**src/rtl/rsa_decryptor_if.sv**
```systemverilog
// Handshake bundle for rsa_decryptor: request side and result side.
// The bench drives through master, the decryptor sits on slave.
interface rsa_decryptor_if;
   logic        start;
   logic [15:0] cipher_in;
   logic        busy;
   logic        done;
   logic [15:0] plain_out;
   logic        err;

   modport master (
      output start, cipher_in,
      input  busy, done, plain_out, err
   );

   modport slave (
      input  start, cipher_in,
      output busy, done, plain_out, err
   );
endinterface

```
**src/rtl/rsa_decryptor.sv**
```systemverilog
// Fixed-latency RSA decryptor: square-and-multiply with shift-subtract mod.
// Optional macro RSA_DEC_INPUT_CHECK_EN rejects cipher_in >= N with err.
module rsa_decryptor #(
   parameter int          N = 3233,
   parameter logic [11:0] D = 12'd2753
) (
   input  logic            clk,
   input  logic            rst,
   rsa_decryptor_if.slave  bus
);

   typedef enum logic [2:0] {
      IDLE, RED_IN, MUL_R, RED_R, MUL_B, RED_B, FIN
   } state_t;

   localparam logic [23:0] NW = 24'(N);
   localparam logic [15:0] DX = {4'b0, D};

   state_t      state, state_nx;
   logic [23:0] p;
   logic [11:0] base, result;
   logic [3:0]  idx, k;
   logic        busy_q, done_q;
   logic [15:0] plain_q;
   logic [23:0] nk, p_red;
   logic        last_k, reject;

   assign nk     = NW << k;
   assign p_red  = (p >= nk) ? p - nk : p;
   assign last_k = (k == 4'd0);

`ifdef RSA_DEC_INPUT_CHECK_EN
   logic err_q, bad;
   assign reject  = ({8'b0, bus.cipher_in} >= NW);
   assign bus.err = err_q;
`else
   assign reject  = 1'b0;
   assign bus.err = 1'b0;
`endif

   assign bus.busy      = busy_q;
   assign bus.done      = done_q;
   assign bus.plain_out = plain_q;

   always_ff @(posedge clk) begin
      if (rst) state <= IDLE;
      else     state <= state_nx;
   end

   always_comb begin
      state_nx = state;
      unique case (state)
         IDLE:   if (bus.start) state_nx = reject ? FIN : RED_IN;
         RED_IN: if (last_k) state_nx = MUL_R;
         MUL_R:  state_nx = RED_R;
         RED_R:  if (last_k) state_nx = MUL_B;
         MUL_B:  state_nx = RED_B;
         RED_B:  if (last_k) state_nx = (idx == 4'd11) ? FIN : MUL_R;
         FIN:    state_nx = IDLE;
         default: state_nx = IDLE;
      endcase
   end

   always_ff @(posedge clk) begin
      if (rst) begin
         p       <= '0;
         base    <= '0;
         result  <= '0;
         idx     <= '0;
         k       <= '0;
         busy_q  <= 1'b0;
         done_q  <= 1'b0;
         plain_q <= '0;
`ifdef RSA_DEC_INPUT_CHECK_EN
         err_q   <= 1'b0;
         bad     <= 1'b0;
`endif
      end else begin
         done_q <= 1'b0;
         unique case (state)
            IDLE: begin
               if (bus.start) begin
                  p      <= {8'b0, bus.cipher_in};
                  k      <= 4'd12;
                  busy_q <= 1'b1;
`ifdef RSA_DEC_INPUT_CHECK_EN
                  err_q  <= 1'b0;
                  bad    <= reject;
`endif
               end
            end
            RED_IN, RED_R, RED_B: begin
               p <= p_red;
               k <= k - 4'd1;
               // Last reduction step also commits the now-reduced value.
               if (last_k) begin
                  if (state == RED_IN) begin
                     base   <= p_red[11:0];
                     result <= 12'd1;
                     idx    <= 4'd0;
                  end else if (state == RED_R) begin
                     if (DX[idx]) result <= p_red[11:0];
                  end else begin
                     base <= p_red[11:0];
                     idx  <= idx + 4'd1;
                  end
               end
            end
            MUL_R: begin
               p <= 24'(result) * 24'(base);
               k <= 4'd12;
            end
            MUL_B: begin
               p <= 24'(base) * 24'(base);
               k <= 4'd12;
            end
            FIN: begin
               done_q <= 1'b1;
               busy_q <= 1'b0;
`ifdef RSA_DEC_INPUT_CHECK_EN
               err_q   <= bad;
               plain_q <= bad ? 16'd0 : {4'b0, result};
`else
               plain_q <= {4'b0, result};
`endif
            end
            default: ;
         endcase
      end
   end

endmodule

```
**src/flat_wrapper.sv**
```systemverilog
// flat-port wrapper written by rule: the top's interface ports become plain ports
module rsa_decryptor_flat 
#(
   parameter int          N = 3233,
   parameter logic [11:0] D = 12'd2753
)
  (clk, rst, bus_start, bus_cipher_in, bus_busy, bus_done, bus_plain_out, bus_err);
  rsa_decryptor_if bus_i ();
  input  logic clk;
  input  logic rst;
  input wire logic [$bits(bus_i.start)-1:0] bus_start;
  input wire logic [$bits(bus_i.cipher_in)-1:0] bus_cipher_in;
  output wire logic [$bits(bus_i.busy)-1:0] bus_busy;
  output wire logic [$bits(bus_i.done)-1:0] bus_done;
  output wire logic [$bits(bus_i.plain_out)-1:0] bus_plain_out;
  output wire logic [$bits(bus_i.err)-1:0] bus_err;
  assign bus_i.start = bus_start;
  assign bus_i.cipher_in = bus_cipher_in;
  assign bus_busy = bus_i.busy;
  assign bus_done = bus_i.done;
  assign bus_plain_out = bus_i.plain_out;
  assign bus_err = bus_i.err;
  rsa_decryptor #(.N(N), .D(D)) u_core (.clk(clk), .rst(rst), .bus(bus_i));
endmodule
```
**config.mk**
```make
export PLATFORM = sky130hd
export DESIGN_NAME = rsa_decryptor_flat
export DESIGN_NICKNAME = d
export VERILOG_FILES = /design/src/rtl/rsa_decryptor_if.sv /design/src/rtl/rsa_decryptor.sv /design/src/flat_wrapper.sv
export SDC_FILE = /design/constraint.sdc
export NUM_CORES = 1
export LEC_CHECK = 0
export CORE_UTILIZATION = 30
export CTS_CLUSTER_SIZE = 30
export DETAILED_ROUTE_END_ITERATION = 10
export PLACE_DENSITY_LB_ADDON = 0.15
export RECOVER_POWER = 50
export SLEW_MARGIN = 25
export SYNTH_ARGS = -nofsm -noshare
export SYNTH_HDL_FRONTEND = slang
export SYNTH_SLANG_ARGS = --single-unit
export TNS_END_PERCENT = 100
```
**constraint.sdc**
```tcl
create_clock -name clk -period 16.3 [get_ports clk]
set_input_delay 1.63 -clock clk [delete_from_list [all_inputs] [get_ports clk]]
set_output_delay 1.63 -clock clk [all_outputs]
set_load 0.05 [all_outputs]
```
# --- After elaboration in Yosys (flattened, before gate mapping) ---
# Memory sizes are Yosys's and may differ from the RTL's. A register that Yosys moved wholly into a read port is not among the register bits.
# Cells that the tools add are included.
totals:
  regBits: 73
  latchBits: 0
  ramBits: 0
  rom_bits: 16
  memories: 1
mem_list:
  columns: ["name", "words", "word_bits", "rd", "rd_ports_with_merged_regs", "wr", "line_no", "rtl"]
  rows:
  - ["(name not given)", 16, 1, 1, 1, 0, "rsa_decryptor.sv:102", "if (DX[idx]) result <= p_red[11:0];"]
classes:
  add_sub_neg: 3
  multipliers: 2
  n_div: 0
  magnitude_cmp: 2
  eq_ne: 13
  shift: 1
  n_mux: 24
  bitwise_logic: 0
  n_reduce_logical: 16
op_table:
  columns: ["cell", "count"]
  rows:
  - ["$pmux 24 s4", 1]
  - ["$mux 12", 5]
  - ["$mul 12x12->24", 2]
  - ["$mux 24", 2]
  - ["$ge 24x24->1", 1]
  - ["$shl 12x4->24 const A", 1]
  - ["$sub 24x24->24", 1]
  - ["$mux 4", 5]
  - ["$pmux 3 s6", 1]
  - ["$mux 3", 5]
  - ["$pmux 4 s3", 1]
  - ["$ne 2x1->1 const B", 5]
  - ["$eq 3x3->1 const B", 3]
  - ["$reduce_and 4->1", 2]
  - ["$eq 3x2->1 const B", 2]
  - ["$reduce_and 2->1", 3]
  - ["$reduce_and 3->1", 2]
  - ["$reduce_bool 2->1", 3]
  - ["$lt 4x5->1 const B", 1]
  - ["$add 4x1->4 const B", 1]
  - ["$eq 4x4->1 const B", 1]
  - ["$logic_not 4->1", 1]
  - ["$reduce_bool 4->1", 1]
  - ["$sub 4x1->4 const B", 1]
  - ["other kinds (8)", 10]

# --- Depth between registers and ports, before layout ---
# Gate-level depths: netlist (run 1).
depth:
  ltp_word: 6
  ltp_mapped: 23

# --- Worst setup path before layout (run 1) ---
# OpenSTA, ideal clock, no wires.
synth_timing:
  path_type: "register -> register"
  start: "register u_core.base[4]"
  end: "register u_core.p[21]"
  setup_ps: 88
  arrival_ps: 5438
  slack_ps: 10774
  path_stages_with_launch: 22
  path_buffers: 2
  period_less_slack_ps: 5526
  cell_sequence: "dfxtp_1 clkbuf_1 clkbuf_1 nand2_1 fa_1 fa_1 fa_1 inv_1 fa_1 inv_1 fa_1 inv_1 ha_1 o21ai_1 a21oi_1 a2111oi_2 o21ai_1 a21o_1 a21oi_1 nor3b_1 mux2i_1 a311oi_2"
synth_via:
  elab_chain_cells: 2
synth_rtl:
  columns: ["item", "line_no", "rtl"]
  rows:
  - ["from (decl)", "rsa_decryptor.sv:21", "logic [11:0] base, result;"]
  - ["from (signal assigned)", "rsa_decryptor.sv:98", "base <= p_red[11:0];"]
  - ["from (signal assigned)", "rsa_decryptor.sv:104", "base <= p_red[11:0];"]
  - ["$mul 12x12->24 (on tied branches)", "rsa_decryptor.sv:114, rsa_decryptor.sv:110", null]
  - ["$pmux 24 s4 (*)", "rsa_decryptor.sv:80", "unique case (state)"]
  - ["to (signal assigned)", "rsa_decryptor.sv:83", "p <= {8'b0, bus.cipher_in};"]
  - ["to (signal assigned)", "rsa_decryptor.sv:110", "p <= 24'(result) * 24'(base);"]
  - ["to (signal assigned)", "rsa_decryptor.sv:114", "p <= 24'(base) * 24'(base);"]
  - ["to (decl)", "rsa_decryptor.sv:20", "logic [23:0] p;"]
# Every way passes the cells marked *; elsewhere a longest branch is shown, timed or not.
# A chain may end at the register's enable or synchronous reset.

# --- Final worst setup path (run 1) ---
# Same ends and word-level chain as after synthesis.

==> metrics.json, run 1 <==
{
  "placed_cell_area_mm2": 0.01437,
  "post_synth_instance_area_mm2": 0.01350,
  "floorplan.io_pins": 38,
  "numCtsBuffers": 9,
  "postSynthCellCount": 1669,
  "drt_first_pass_iters": 5,
  "final_area_mm2": 0.01470,
  "p_sw_mw": 0.5128,
  "ys_async_sr_fraction_pct": 0,
  "pleak_nw": 7.297,
  "grt_pass1_vias": 11580,
  "portion_of_total_power_attributed_to_the_clock_network_pct": 21.6,
  "grt_antenna_before_repair": 0,
  "clk_pin_slew_ps": 70,
  "post_route_skew_ps": 8.928,
  "whs_ps": 453.2,
  "fill_cells": 4771,
  "cp_slowest_stage_delay_ps": 1020,
  "post_synth_xor_xnor_area_pct": 3.699,
  "run_status": "finished, violations left",
  "post-cts-setup-buffers": 0,
  "vertical_die_dimension_um": 214.1,
  "worst_case_vdd_ir_drop_mv": 0.06113,
  "synth.distinct_cells": 68,
  "cts_max_path_buffers": 2,
  "first_iter_violations": 597,
  "clock_insertion_delay_worst_skew_ps": 350,
  "ys_warn_count": 0,
  "drive_above_1_share_pct": 3.448,
  "fin_nets": 1994,
  "core_area_mm2": 0.04432,
  "h-tree-depth": 3,
  "grt_setup_unrepaired": "no",
  "maxSlewViolCount": 77,
  "grt_remaining_overflow": 0,
  "crit_path_capture_type": "register",
  "grt_first_pass_wirelength_mm": 65.93,
  "finalHoldViolCount": 0,
  "synth_top_cells_by_count": "sky130_fd_sc_hd__inv_1 (281), sky130_fd_sc_hd__nand2_1 (200), sky130_fd_sc_hd__fa_1 (179)",
  "place_hpwl_mm": 32.16,
  "detail_route.wirelength_mm": 40.49,
  "critical_path.slowest_cell": "sky130_fd_sc_hd__dfxtp_1",
  "power.internal_mw": 0.5654,
  "critical_path_required_ps": 16360,
  "antenna_cells": 0,
  "port_buffers": 32,
  "synth_area_per_cell_um2": 8.086,
  "synth_fa_ha_area_share_pct": 40.27,
  "placement_rows": 77,
  "power_per_cell_area_mw_per_mm2": 73.34,
  "period_minus_slack_ps": 6495,
  "ff_latch_area_mm2": 0.001481,
  "power.switching_fraction_pct": 47.56,
  "post-route-drc-count": 0,
  "timing.critical_path.fanout_max": 23,
  "drt-vias-per-instance": 4.946,
  "floorplan.initialDensity_pct": 30.45,
  "netlist.top_cell.by_area": "sky130_fd_sc_hd__fa_1",
  "fmaxAchievable_mhz": 154.0,
  "violations": "max-capacitance violations, max-slew violations",
  "maxCapViolations": 1,
  "ys_ff_latch": 74,
  "multi_input_area_mm2": 0.01061,
  "path_cells": "nand2_1 -> fa_1 -> fa_1 -> inv_1 -> fa_1 -> fa_1 -> inv_1 -> fa_1 -> inv_1 -> ha_1 -> nand2_1 -> a211oi_1 -> a2111oi_2 -> o21ai_1 -> a21o_1 -> a21oi_1 -> nor3b_1 -> mux2i_1 -> a311oi_2",
  "synth_compound_gate_area_share_pct": 15.84,
  "worstHoldPathType": "register to register",
  "via_count": 11100,
  "area_growth_synth_to_finish_pct": 8.928,
  "holdBufCountCts": 0,
  "groute.usage.overall_pct": 18.12,
  "seq_power_share_pct": 22.1,
  "rel_slew_slack_pct": -144.7,
  "final_min_period_over_clock_period_pct": 39.85,
  "synth_top_family_by_area": "adder cells",
  "yosys.cell_count.top_type": "sky130_fd_sc_hd__inv_1",
  "fp.dieW_um": 214.1,
  "cp_common_cell": "sky130_fd_sc_hd__fa_1",
  "synth.yosys.seq_area_share_pct": 10.98,
  "synth_edf_count": 0,
  "pwr-share-comb_pct": 56.4,
  "post_synth_and_or_nand_nor_area_fraction_pct": 16.89,
  "setup_tns_ps": 0,
  "worst_pin_slew_ps": 3670,
  "finalSetupViolCount": 0,
  "clock-sinks": 74,
  "critical_path.startpoint_type": "register",
  "timing.critical_path.arrival_ps": 6550,
  "cts_tree": "done",
  "synth.top_cell.area_share_pct": 26.55,
  "ys.flop_type": "sky130_fd_sc_hd__dfxtp_1",
  "dieArea_mm2": 0.04584,
  "yosys-top-cells-area": "sky130_fd_sc_hd__fa_1 (27%), sky130_fd_sc_hd__ha_1 (14%), sky130_fd_sc_hd__dfxtp_1 (11%), sky130_fd_sc_hd__inv_1 (7.8%), sky130_fd_sc_hd__nand2_1 (5.6%)",
  "setup.worst_path.class": "register to register",
  "clock-root-buffer": "sky130_fd_sc_hd__clkbuf_16",
  "post_cts_resized": 0,
  "grt_start_max_net_pins": 77,
  "route.antenna.remaining_nets": 0,
  "gp_congestion": 0.8885,
  "portion_of_netlist_area_occupied_by_mux_cells_pct": 1.687,
  "drt-wirelength-per-cell_um": 18.04
}
==> through the flow <==
step	util [%]	worst slack, ps	total power, mW	cells
4_1_cts	33.17	9959	1.078	2245
2_1_floorplan	-	10770	0.6693	1673
3_5_place_dp	32.42	9978	0.8432	2229
6_report	33.17	9805	1.078	2245
5_1_grt	33.17	9388	1.156	2245
3_3_place_gp	32.42	10010	0.8438	2229
==> power by group through the flow <==
| stage | clock (mW) | sequential (mW) | combinational (mW) |
|---|---|---|---|
| 6_report | 0.232 | 0.238 | 0.608 |
| 5_1_grt | 0.242 | 0.241 | 0.674 |
| 4_1_cts | 0.235 | 0.237 | 0.606 |
| 3_5_place_dp | 0 | 0.241 | 0.603 |
| 3_3_place_gp | 0 | 0.241 | 0.603 |
| 2_1_floorplan | 0 | 0.221 | 0.448 |
==> sequential cells by signal (all words and copies together) (netlist names), named ones only <==
signal / cells
u_core.idx: 4
u_core.base: 12
u_core.k: 4
u_core.bus.done: 1
u_core.state: 3
u_core.result: 12
u_core.bus.busy: 1
u_core.bus.plain_out: 12
u_core.p: 24
==> worst max-delay path, delay by kind of cell, from the launching register on <==
| kind | cells | cell delay, ps |
|---|---|---|
| buf+inv | 3 | 150 |
| flops | 1 | 1020 |
| simple gates | 3 | 560 |
| mux | 1 | 300 |
| compound gates | 6 | 1290 |
| fa+ha+maj | 6 | 2860 |
==> metal layers <==
| metal | wire length (um) | GRT usage, % |
|---|---|---|
| met3 | 1091 | 1.475 |
| met4 | 553 | 3.452 |
| met2 | 18610 | 29.75 |
| met5 | 0 | 0 |
| met1 | 20240 | 26.03 |
==> path summary, 6_finish.rpt <==
path | start | endpoint | slack (ps) | cells after the start
max | u_core.base[4] | u_core.p[21] | 9810 | 19
min reg2reg | u_core.bus.plain_out[8] | u_core.bus.plain_out[8] | 450 | 2
min | u_core.bus.plain_out[8] | u_core.bus.plain_out[8] | 450 | 2
max reg2reg | u_core.base[4] | u_core.p[21] | 9810 | 19
==> cell usage in the layout (no fill, tap or decap), drive strengths merged, types with 6 or more instances in the layout <==
master and instances:
a311oi 8, fa 179, and2 96, and3 7
o22ai 10, nand2b 13, xnor2 36, a22oi 14
dfxtp 74, dlygate4sd3 14, ha 148, nor2 92
nand3 18, a21oi 107, nand2 200, inv 284
clkbuf 10, o21bai 11, o21a 7, a21o 32
o21ai 52, buf 23, mux2 6, a211oi 23
nand4 7, xor2 21, a221oi 7, clkdlybuf4s50 17
nor2b 12, a31oi 17, nor3 20, mux2i 16
==> logic make-up (layout without fill, tap and decap cells) <==
| group | count (synthesis) | in the layout |
|---|---|---|
| AOI/OAI and AO/OA | 331 | 331 |
| xor gates and xnor gates | 57 | 57 |
| adders and majority gates | 327 | 327 |
| buffers and inverters | 372 | 352 |
| DFF | 74 | 74 |
| muxes | 22 | 22 |
| other | 1 | 5 |
| and+or+nand+nor | 485 | 485 |
==> area by class of cell <==
cell class / instances / area share, %
Inverter: 281 / 7.175
Sequential cell: 74 / 10.08
Clock inverter: 7 / 0.7405
Tap cell: 592 / 5.039
Timing Repair Buffer: 55 / 3.294
Multi-Input combinational cell: 1227 / 72.14
Clock buffer: 9 / 1.532
No activity file was read; power rests on OpenSTA's default activity.
==> inputs of run 2 (changes only) <==
- clock period: 16.3 -> 6.2 ns (I/O delays scaled with it)
==> run 2 against run 1 <==
- the flow now finishes without violations
- clock skew increased by 0.88 ps
- flip-flop and latch count unchanged
- sequential share of layout area decreased by 0.12 points
- combinational power increased to 2.6 times the previous value
- maximum frequency increased by 12%
- register-to-register slack got worse by 9400 ps
- die area unchanged
- sequential power increased to 2.7 times the previous value
- worst hold slack got worse by 1.7 ps
- critical path type unchanged
- critical endpoint is now u_core.p[20]
- largest cell class unchanged
- largest power group unchanged
==> metrics.json, run 2 (synthesis gave the netlist of run 1 again) <==
{
  "run_status": {"value": "finished clean", "change": "was finished, violations left"},
  "setup_tns": {"value": 0, "unit": "ps", "change": "unchanged"},
  "regMostFlops": {"value": "u_core.p", "change": "unchanged"},
  "grt_remaining_overflow": {"value": 0, "change": "unchanged"},
  "clock_insertion_delay_worst_skew": {"value": 350, "unit": "ps", "change": "about the same"},
  "grt_antenna_before_repair": {"value": 0, "change": "unchanged"},
  "antenna_cells": {"value": 0, "change": "unchanged"},
  "drt_first_pass_iters": {"value": 5, "change": "unchanged"},
  "gr-usage-met2": {"value": 28.37, "unit": "%", "change": "was 29.75%"},
  "post_route_skew": {"value": 9.806, "unit": "ps", "change": "was 8.928 ps"},
  "fin_ws": {"value": 420.6, "unit": "ps", "change": "was 9805 ps"},
  "maxCapViolations": {"value": 0, "change": "was 1"},
  "finalSetupViolCount": {"value": 0, "change": "unchanged"},
  "floorplan.initialDensity": {"value": 30.45, "unit": "%", "change": "unchanged"},
  "grt_setup_unrepaired": {"value": "no", "change": "unchanged"},
  "grt_met3_use": {"value": 1.489, "unit": "%", "change": "was 1.475%"},
  "worstHoldPathType": {"value": "register to register", "change": "unchanged"},
  "clock-root-buffer": {"value": "sky130_fd_sc_hd__clkbuf_16", "change": "unchanged"},
  "fmaxAchievable": {"value": 173.0, "unit": "MHz", "change": "was 154.0 MHz"},
  "worst_case_vdd_ir_drop": {"value": 0.1182, "unit": "mV", "change": "was 0.06113 mV"},
  "grt_pass1_vias": {"value": 11540, "change": "was 11580"},
  "final_common_cell": {"value": "sky130_fd_sc_hd__inv_1", "change": "unchanged"},
  "clk_pin_slew": {"value": 70, "unit": "ps", "change": "about the same"},
  "power_per_cell_area": {"value": 189.2, "unit": "mW/mm2", "change": "was 73.34 mW/mm2"},
  "port_buffers": {"value": 32, "change": "unchanged"},
  "p_sw": {"value": 1.323, "unit": "mW", "change": "was 0.5128 mW"},
  "cts_tree": {"value": "done", "change": "unchanged"},
  "setup.worst_path.class": {"value": "register to register", "change": "unchanged"},
  "via_count": {"value": 11140, "change": "was 11100"},
  "power.switching_fraction": {"value": 46.71, "unit": "%", "change": "was 47.56%"},
  "h-tree-depth": {"value": 3, "change": "unchanged"},
  "reg2reg_setup_slack": {"value": 420, "unit": "ps", "change": "was 9810 ps"},
  "whs": {"value": 451.5, "unit": "ps", "change": "was 453.2 ps"},
  "drive_above_1_share": {"value": 5.410, "unit": "%", "change": "was 3.448%"},
  "largest_register_ffs": {"value": 24, "change": "unchanged"},
  "worst_pin_slew": {"value": 1446, "unit": "ps", "change": "was 3670 ps"},
  "critical_path.startpoint_type": {"value": "register", "change": "unchanged"},
  "dieArea": {"value": 0.04584, "unit": "mm2", "change": "unchanged"},
  "vertical_die_dimension": {"value": 214.1, "unit": "um", "change": "unchanged"},
  "route.antenna.remaining_nets": {"value": 0, "change": "unchanged"},
  "fp.dieW": {"value": 214.1, "unit": "um", "change": "unchanged"},
  "period_minus_slack": {"value": 5779, "unit": "ps", "change": "was 6495 ps"},
  "placement_rows": {"value": 77, "change": "unchanged"},
  "finalHoldViolCount": {"value": 0, "change": "unchanged"},
  "timing.critical_path.arrival": {"value": 5970, "unit": "ps", "change": "was 6550 ps"},
  "leading_cell_types_in_the_layout_fill_and_taps_excluded": {"value": "sky130_fd_sc_hd__inv_1 (281), sky130_fd_sc_hd__nand2_1 (200), sky130_fd_sc_hd__fa_1 (179), sky130_fd_sc_hd__ha_1 (148), sky130_fd_sc_hd__a21oi_1 (106)", "change": "unchanged"},
  "first_iter_violations": {"value": 670, "change": "was 597"},
  "detail_route.wirelength": {"value": 40.46, "unit": "mm", "change": "was 40.49 mm"},
  "portion_of_total_power_attributed_to_the_clock_network": {"value": 20.9, "unit": "%", "change": "was 21.6%"},
  "grt_first_pass_wirelength": {"value": 65.42, "unit": "mm", "change": "was 65.93 mm"},
  "fin_nets": {"value": 2023, "change": "was 1994"},
  "clock-sinks": {"value": 74, "change": "unchanged"},
  "floorplan.io_pins": {"value": 38, "change": "unchanged"},
  "groute.layer.met1.usage": {"value": 26.63, "unit": "%", "change": "was 26.03%"},
  "area_growth_synth_to_finish": {"value": 10.88, "unit": "%", "change": "was 8.928%"},
  "numCtsBuffers": {"value": 9, "change": "unchanged"},
  "maxSlewViolCount": {"value": 0, "change": "was 77"},
  "final_area": {"value": 0.01496, "unit": "mm2", "change": "was 0.01470 mm2"},
  "grt-busiest-layer": {"value": "met2", "change": "unchanged"},
  "critical_path_required": {"value": 6390, "unit": "ps", "change": "was 16360 ps"},
  "post-cts-setup-buffers": {"value": 0, "change": "unchanged"},
  "cts_max_path_buffers": {"value": 2, "change": "unchanged"},
  "core_area": {"value": 0.04432, "unit": "mm2", "change": "unchanged"},
  "timing.critical_path.fanout_max": {"value": 16, "change": "was 23"},
  "groute.usage.overall": {"value": 18.07, "unit": "%", "change": "was 18.12%"},
  "crit_path_capture_type": {"value": "register", "change": "unchanged"},
  "p_total": {"value": 2.831, "unit": "mW", "change": "was 1.078 mW"},
  "drt-vias-per-instance": {"value": 4.900, "change": "was 4.946"},
  "pwr-share-comb": {"value": 56.6, "unit": "%", "change": "was 56.4%"},
  "post-route-drc-count": {"value": 0, "change": "unchanged"},
  "placed_cell_area": {"value": 0.01463, "unit": "mm2", "change": "was 0.01437 mm2"},
  "place_hpwl": {"value": 32.97, "unit": "mm", "change": "was 32.16 mm"},
  "rel_slew_slack": {"value": 2.564, "unit": "%", "change": "was -144.7%"},
  "power.internal": {"value": 1.509, "unit": "mW", "change": "was 0.5654 mW"},
  "gp_congestion": {"value": 0.8760, "change": "was 0.8885"},
  "grt_start_max_net_pins": {"value": 40, "change": "was 77"},
  "seq_power_share": {"value": 22.4, "unit": "%", "change": "was 22.1%"},
  "pleak": {"value": 7.450, "unit": "nW", "change": "was 7.297 nW"},
  "final_min_period_over_clock_period": {"value": 93.22, "unit": "%", "change": "was 39.85%"},
  "drt-wirelength-per-cell": {"value": 17.79, "unit": "um", "change": "was 18.04 um"},
  "place_worst_setup_slack": {"value": 151.1, "unit": "ps", "change": "was 9978 ps"}
}
[run 2: changes by cell type in the layout (fill, tap and decap cells not counted), sizes merged]
cell / change
clkbuf: +2
buf: +28
inv: -3
clkinv: +1
clkinvlp: +1
[run 2: worst paths after layout]
check,cells past startpoint,endpoint,from
setup / recovery,20,u_core.p[20],u_core.base[10]
hold / removal,2,u_core.bus.plain_out[8],u_core.bus.plain_out[8]
setup reg to reg,20,u_core.p[20],u_core.base[10]
hold reg to reg,2,u_core.bus.plain_out[8],u_core.bus.plain_out[8]
[run 2: final cells by class]
class,instances,area [um2]
sequential,74,1490
clock buffer,10,239.0
fill,4739,29350
tap,592,740.7
timing repair buffer,84,748.2
clock inverter,6,90.09
inverter,281,1055
multi-input combinational,1227,10600
[run 2: per-stage QoR]
step / util (%) / instances
after floorplan: - / 1673
after global routing: 33.77 / 2274
after detailed placement: 33.02 / 2258
final: 33.77 / 2274
after global placement: 33.02 / 2258
after CTS: 33.76 / 2274
[run 2: power groups by stage]
| stage | registers [mW] | clock network [mW] | logic (mW) |
|---|---|---|---|
| after floorplan | 0.581 | 0 | 1.18 |
| after global placement | 0.643 | 0 | 1.60 |
| after detailed placement | 0.641 | 0 | 1.60 |
| after CTS | 0.632 | 0.606 | 1.61 |
| after global routing | 0.642 | 0.623 | 1.78 |
| final | 0.636 | 0.592 | 1.60 |
[run 2: critical path, cell delays in order (launching register included)]
cell	delay (ps)
sky130_fd_sc_hd__dfxtp_1	650
sky130_fd_sc_hd__buf_4	330
sky130_fd_sc_hd__and2_1	180
sky130_fd_sc_hd__fa_1	470
sky130_fd_sc_hd__inv_1	100
sky130_fd_sc_hd__fa_1	400
sky130_fd_sc_hd__inv_1	80
sky130_fd_sc_hd__fa_1	420
sky130_fd_sc_hd__fa_1	490
sky130_fd_sc_hd__inv_1	50
sky130_fd_sc_hd__fa_1	470
sky130_fd_sc_hd__inv_1	40
sky130_fd_sc_hd__ha_1	200
sky130_fd_sc_hd__a21o_1	200
sky130_fd_sc_hd__a41o_1	200
sky130_fd_sc_hd__a21oi_1	340
sky130_fd_sc_hd__o31ai_1	190
sky130_fd_sc_hd__a31oi_1	300
sky130_fd_sc_hd__xnor2_1	100
sky130_fd_sc_hd__a221oi_1	290
sky130_fd_sc_hd__a311oi_1	120
[run 2: metal layers]
layer,vias to the layer above,routed length [um]
met4,0,896
met3,40,1441
met2,221,17890
met5,-,0
met1,5457,20230
li1,5425,-
[run 2: what timing repair did]
action / in CTS / in global routing
resized for setup: 0 / 8
hold buffers: 0 / 0
setup endpoints to repair: 0 / 8
==> inputs of run 3 (changes only) <==
- clock period: 6.2 -> 5.6 ns (I/O delays scaled with it)
==> run 3 against run 2 <==
- the flow now finishes with violations (max-capacitance violations, max-slew violations)
- largest power group unchanged
- power grew 11%
- design area grew 6.4%
- core utilization grew 2.2 points
- via count grew 2.2%
==> metrics.json, run 3 (synthesis gave the netlist of run 1 again) <==
{
  "numCtsBuffers": {"value": 9, "change": "unchanged"},
  "regToRegEndpoint": {"value": "u_core.p[20]", "change": "unchanged"},
  "final_min_period_over_clock_period": {"value": 96.52, "unit": "%", "change": "was 93.22%"},
  "ff_latch_area": {"value": 0.001508, "unit": "mm2", "change": "was 0.001490 mm2"},
  "violations": "max-capacitance violations, max-slew violations",
  "portion_of_total_power_attributed_to_the_clock_network": {"value": 17.6, "unit": "%", "change": "was 20.9%"},
  "reg2reg_setup_slack": {"value": 200, "unit": "ps", "change": "was 420 ps"},
  "place_worst_setup_slack": {"value": -167.4, "unit": "ps", "change": "was 151.1 ps"},
  "final_common_cell": {"value": "sky130_fd_sc_hd__inv_1", "change": "unchanged"},
  "run_status": {"value": "finished, violations left", "change": "was finished clean"},
  "clk_pin_slew": {"value": 60, "unit": "ps", "change": "was 70 ps"},
  "critical_path.startpoint_type": {"value": "register", "change": "unchanged"},
  "critical_path.slowest_cell": {"value": "sky130_fd_sc_hd__fa_1", "change": "was sky130_fd_sc_hd__dfxtp_1"},
  "grt_setup_unrepaired": {"value": "yes", "change": "was no"},
  "first_iter_violations": {"value": 638, "change": "was 670"},
  "timing.critical_path.arrival": {"value": 5660, "unit": "ps", "change": "was 5970 ps"},
  "vertical_die_dimension": {"value": 214.1, "unit": "um", "change": "unchanged"},
  "drive_above_1_share": {"value": 11.92, "unit": "%", "change": "was 5.410%"},
  "grt_start_max_net_pins": {"value": 40, "change": "unchanged"},
  "post_route_skew": {"value": 9.897, "unit": "ps", "change": "was 9.806 ps"},
  "detail_route.wirelength": {"value": 41.22, "unit": "mm", "change": "was 40.46 mm"},
  "path_cells": {"value": "buf_12 -> nand2_1 -> fa_1 -> fa_1 -> fa_1 -> inv_1 -> fa_1 -> inv_1 -> fa_1 -> inv_1 -> ha_1 -> o21ai_2 -> nand2_1 -> a31oi_1 -> buf_4 -> o22ai_4 -> a211oi_1 -> buf_4 -> buf_4 -> or4_1 -> a311oi_2", "change": "was buf_4 -> and2_1 -> fa_1 -> inv_1 -> fa_1 -> inv_1 -> fa_1 -> fa_1 -> inv_1 -> fa_1 -> inv_1 -> ha_1 -> a21o_1 -> a41o_1 -> a21oi_1 -> o31ai_1 -> a31oi_1 -> xnor2_1 -> a221oi_1 -> a311oi_1"},
  "maxSlewViolCount": {"value": 14, "change": "was 0"},
  "hp-start": {"value": "u_core.bus.plain_out[1]", "change": "was u_core.bus.plain_out[8]"},
  "post-route-util": {"value": 35.93, "unit": "%", "change": "was 33.77%"},
  "grt_pass1_vias": {"value": 12030, "change": "was 11540"},
  "grt_antenna_before_repair": {"value": 0, "change": "unchanged"},
  "floorplan.io_pins": {"value": 38, "change": "unchanged"},
  "gp_congestion": {"value": 0.8975, "change": "was 0.8760"},
  "layout.cells.non_filler": {"value": 2362, "change": "was 2274"},
  "groute.usage.overall": {"value": 18.39, "unit": "%", "change": "was 18.07%"},
  "power.switching_fraction": {"value": 47.46, "unit": "%", "change": "was 46.71%"},
  "cts_tree": {"value": "done", "change": "unchanged"},
  "power_per_cell_area": {"value": 197.8, "unit": "mW/mm2", "change": "was 189.2 mW/mm2"},
  "cts_max_path_buffers": {"value": 2, "change": "unchanged"},
  "fin_ws": {"value": 195.0, "unit": "ps", "change": "was 420.6 ps"},
  "worstHoldPathType": {"value": "register to register", "change": "unchanged"},
  "fill_cells": {"value": 4717, "change": "was 4739"},
  "grt_first_pass_wirelength": {"value": 67.07, "unit": "mm", "change": "was 65.42 mm"},
  "drt_first_pass_iters": {"value": 5, "change": "unchanged"},
  "core_area": {"value": 0.04432, "unit": "mm2", "change": "unchanged"},
  "port_buffers": {"value": 32, "change": "unchanged"},
  "rel_slew_slack": {"value": -14.12, "unit": "%", "change": "was 2.564%"},
  "area_growth_synth_to_finish": {"value": 17.98, "unit": "%", "change": "was 10.88%"},
  "via_count": {"value": 11390, "change": "was 11140"},
  "cp_slowest_stage_delay": {"value": 570, "unit": "ps", "change": "was 650 ps"},
  "reg2reg_from": {"value": "u_core.base[3]", "change": "was u_core.base[10]"},
  "min_path_cells": {"value": 2, "change": "unchanged"},
  "route.antenna.remaining_nets": {"value": 0, "change": "unchanged"},
  "final_area": {"value": 0.01592, "unit": "mm2", "change": "was 0.01496 mm2"},
  "post-route-drc-count": {"value": 0, "change": "unchanged"},
  "pwr-share-comb": {"value": 60.8, "unit": "%", "change": "was 56.6%"},
  "grt_remaining_overflow": {"value": 0, "change": "unchanged"},
  "setup.worst_path.class": {"value": "register to register", "change": "unchanged"},
  "multi_input_area": {"value": 0.01080, "unit": "mm2", "change": "was 0.01060 mm2"},
  "finalSetupViolCount": {"value": 0, "change": "unchanged"},
  "place.detailed.instances": {"value": 2344, "change": "was 2258"},
  "clock-sinks": {"value": 74, "change": "unchanged"},
  "worst_case_vdd_ir_drop": {"value": 0.1761, "unit": "mV", "change": "was 0.1182 mV"},
  "holdBufCountCts": {"value": 0, "change": "unchanged"},
  "drt-wirelength-per-cell": {"value": 17.45, "unit": "um", "change": "was 17.79 um"},
  "worst_pin_slew": {"value": 1694, "unit": "ps", "change": "was 1446 ps"},
  "drt-vias-per-instance": {"value": 4.822, "change": "was 4.900"},
  "seq_power_share": {"value": 21.6, "unit": "%", "change": "was 22.4%"},
  "largest_register_ffs": {"value": 24, "change": "unchanged"},
  "fmaxAchievable": {"value": 185.0, "unit": "MHz", "change": "was 173.0 MHz"},
  "timing.critical_path.fanout_max": {"value": 8, "change": "was 16"},
  "critical_path_required": {"value": 5860, "unit": "ps", "change": "was 6390 ps"},
  "clock_insertion_delay_worst_skew": {"value": 350, "unit": "ps", "change": "about the same"},
  "r2r_cells": {"value": 21, "change": "was 20"},
  "hold-path-endpoint": {"value": "u_core.bus.plain_out[1]", "change": "was u_core.bus.plain_out[8]"},
  "critPathBufInv": {"value": 7, "change": "was 5"},
  "placement_rows": {"value": 77, "change": "unchanged"},
  "placed_cell_area": {"value": 0.01539, "unit": "mm2", "change": "was 0.01463 mm2"},
  "floorplan.initialDensity": {"value": 30.45, "unit": "%", "change": "unchanged"},
  "top_family_by_delay_on_critical_path": {"value": "adder cells", "change": "unchanged"},
  "clock-root-buffer": {"value": "sky130_fd_sc_hd__clkbuf_16", "change": "unchanged"},
  "period_minus_slack": {"value": 5405, "unit": "ps", "change": "was 5779 ps"},
  "fin_nets": {"value": 2111, "change": "was 2023"},
  "cp_common_cell": {"value": "sky130_fd_sc_hd__fa_1", "change": "unchanged"},
  "power.internal": {"value": 1.655, "unit": "mW", "change": "was 1.509 mW"},
  "place_hpwl": {"value": 33.98, "unit": "mm", "change": "was 32.97 mm"},
  "h-tree-depth": {"value": 3, "change": "unchanged"},
  "maxCapViolations": {"value": 1, "change": "was 0"},
  "crit_path_capture_type": {"value": "register", "change": "unchanged"},
  "regMostFlops": {"value": "u_core.p", "change": "unchanged"},
  "antenna_cells": {"value": 0, "change": "unchanged"},
  "setup_tns": {"value": 0, "unit": "ps", "change": "unchanged"},
  "pleak": {"value": 7.972, "unit": "nW", "change": "was 7.450 nW"},
  "leading_cell_types_in_the_layout_fill_and_taps_excluded": {"value": "sky130_fd_sc_hd__inv_1 (281), sky130_fd_sc_hd__nand2_1 (200), sky130_fd_sc_hd__fa_1 (178), sky130_fd_sc_hd__ha_1 (146), sky130_fd_sc_hd__buf_4 (123)", "change": "was sky130_fd_sc_hd__inv_1 (281), sky130_fd_sc_hd__nand2_1 (200), sky130_fd_sc_hd__fa_1 (179), sky130_fd_sc_hd__ha_1 (148), sky130_fd_sc_hd__a21oi_1 (106)"},
  "fp.dieW": {"value": 214.1, "unit": "um", "change": "unchanged"},
  "finalHoldViolCount": {"value": 0, "change": "unchanged"},
  "dieArea": {"value": 0.04584, "unit": "mm2", "change": "unchanged"},
  "p_sw": {"value": 1.495, "unit": "mW", "change": "was 1.323 mW"}
}
==> run 3: worst max-delay path by stage <==
stage / startpoint / end / slack [ps] / cells past startpoint
floorplan: u_core.base[4] / u_core.p[21] / 70 / 21
global placement: u_core.base[5] / u_core.p[23] / -80 / 24
detailed placement: u_core.base[5] / u_core.p[22] / -170 / 20
CTS: u_core.base[7] / u_core.p[23] / 40 / 23
global route: u_core.base[3] / u_core.p[20] / -30 / 21
finish: u_core.base[3] / u_core.p[20] / 200 / 21
==> run 3: power groups by stage <==
stage | Clock [mW] | Sequential, mW | Combinational (mW)
final | 0.553 | 0.681 | 1.92
after global routing | 0.589 | 0.690 | 2.10
after CTS | 0.566 | 0.678 | 1.88
after detailed placement | 0 | 0.687 | 1.87
after global placement | 0 | 0.688 | 1.87
after floorplan | 0 | 0.644 | 1.30
==> run 3: worst register-to-register path: cells and delay by family (launching register included) <==
kind                       cells  cell delay [ps]
DFF                            1              400
and+or+nand+nor                3              590
adders and majority gates      6             2840
buffers and inverters          7              730
AOI/OAI and AO/OA              5              750
==> run 3: layout make-up <==
cell class              instances  share of cell area [%]
repair buffers                172                   9.737
clock buffers                  11                   1.525
well taps                     592                   4.652
flip-flops and latches         74                   9.470
inverters                     281                   6.625
multi-input cells            1227                   67.80
clock inverters                 5                  0.1886
==> run 3: stage by stage <==
stage	hold WS (ps)	power [mW]
global placement	443.8	2.555
floorplan	456.0	1.948
global route	472.8	3.380
detailed placement	448.0	2.557
finish	449.1	3.150
CTS	456.1	3.125
==> run 3: what timing repair did <==
| action | in CTS | in global routing |
|---|---|---|
| setup buffers | 0 | 1 |
| setup endpoints to repair | 10 | 11 |
| gates resized for setup | 8 | 50 |
| hold endpoints to repair | 0 | 0 |
| pin swaps | 0 | 31 |
| cloned | 0 | 1 |
==> run 3: routing by layer <==
metal  wire length, um  global-route usage, %  vias up
li1                  -                      -     5605
met1             21210                  27.42     5593
met2             18280                  28.67      159
met3              1046                  1.716       33
met4               681                  3.857        0
met5                 0                      0        -
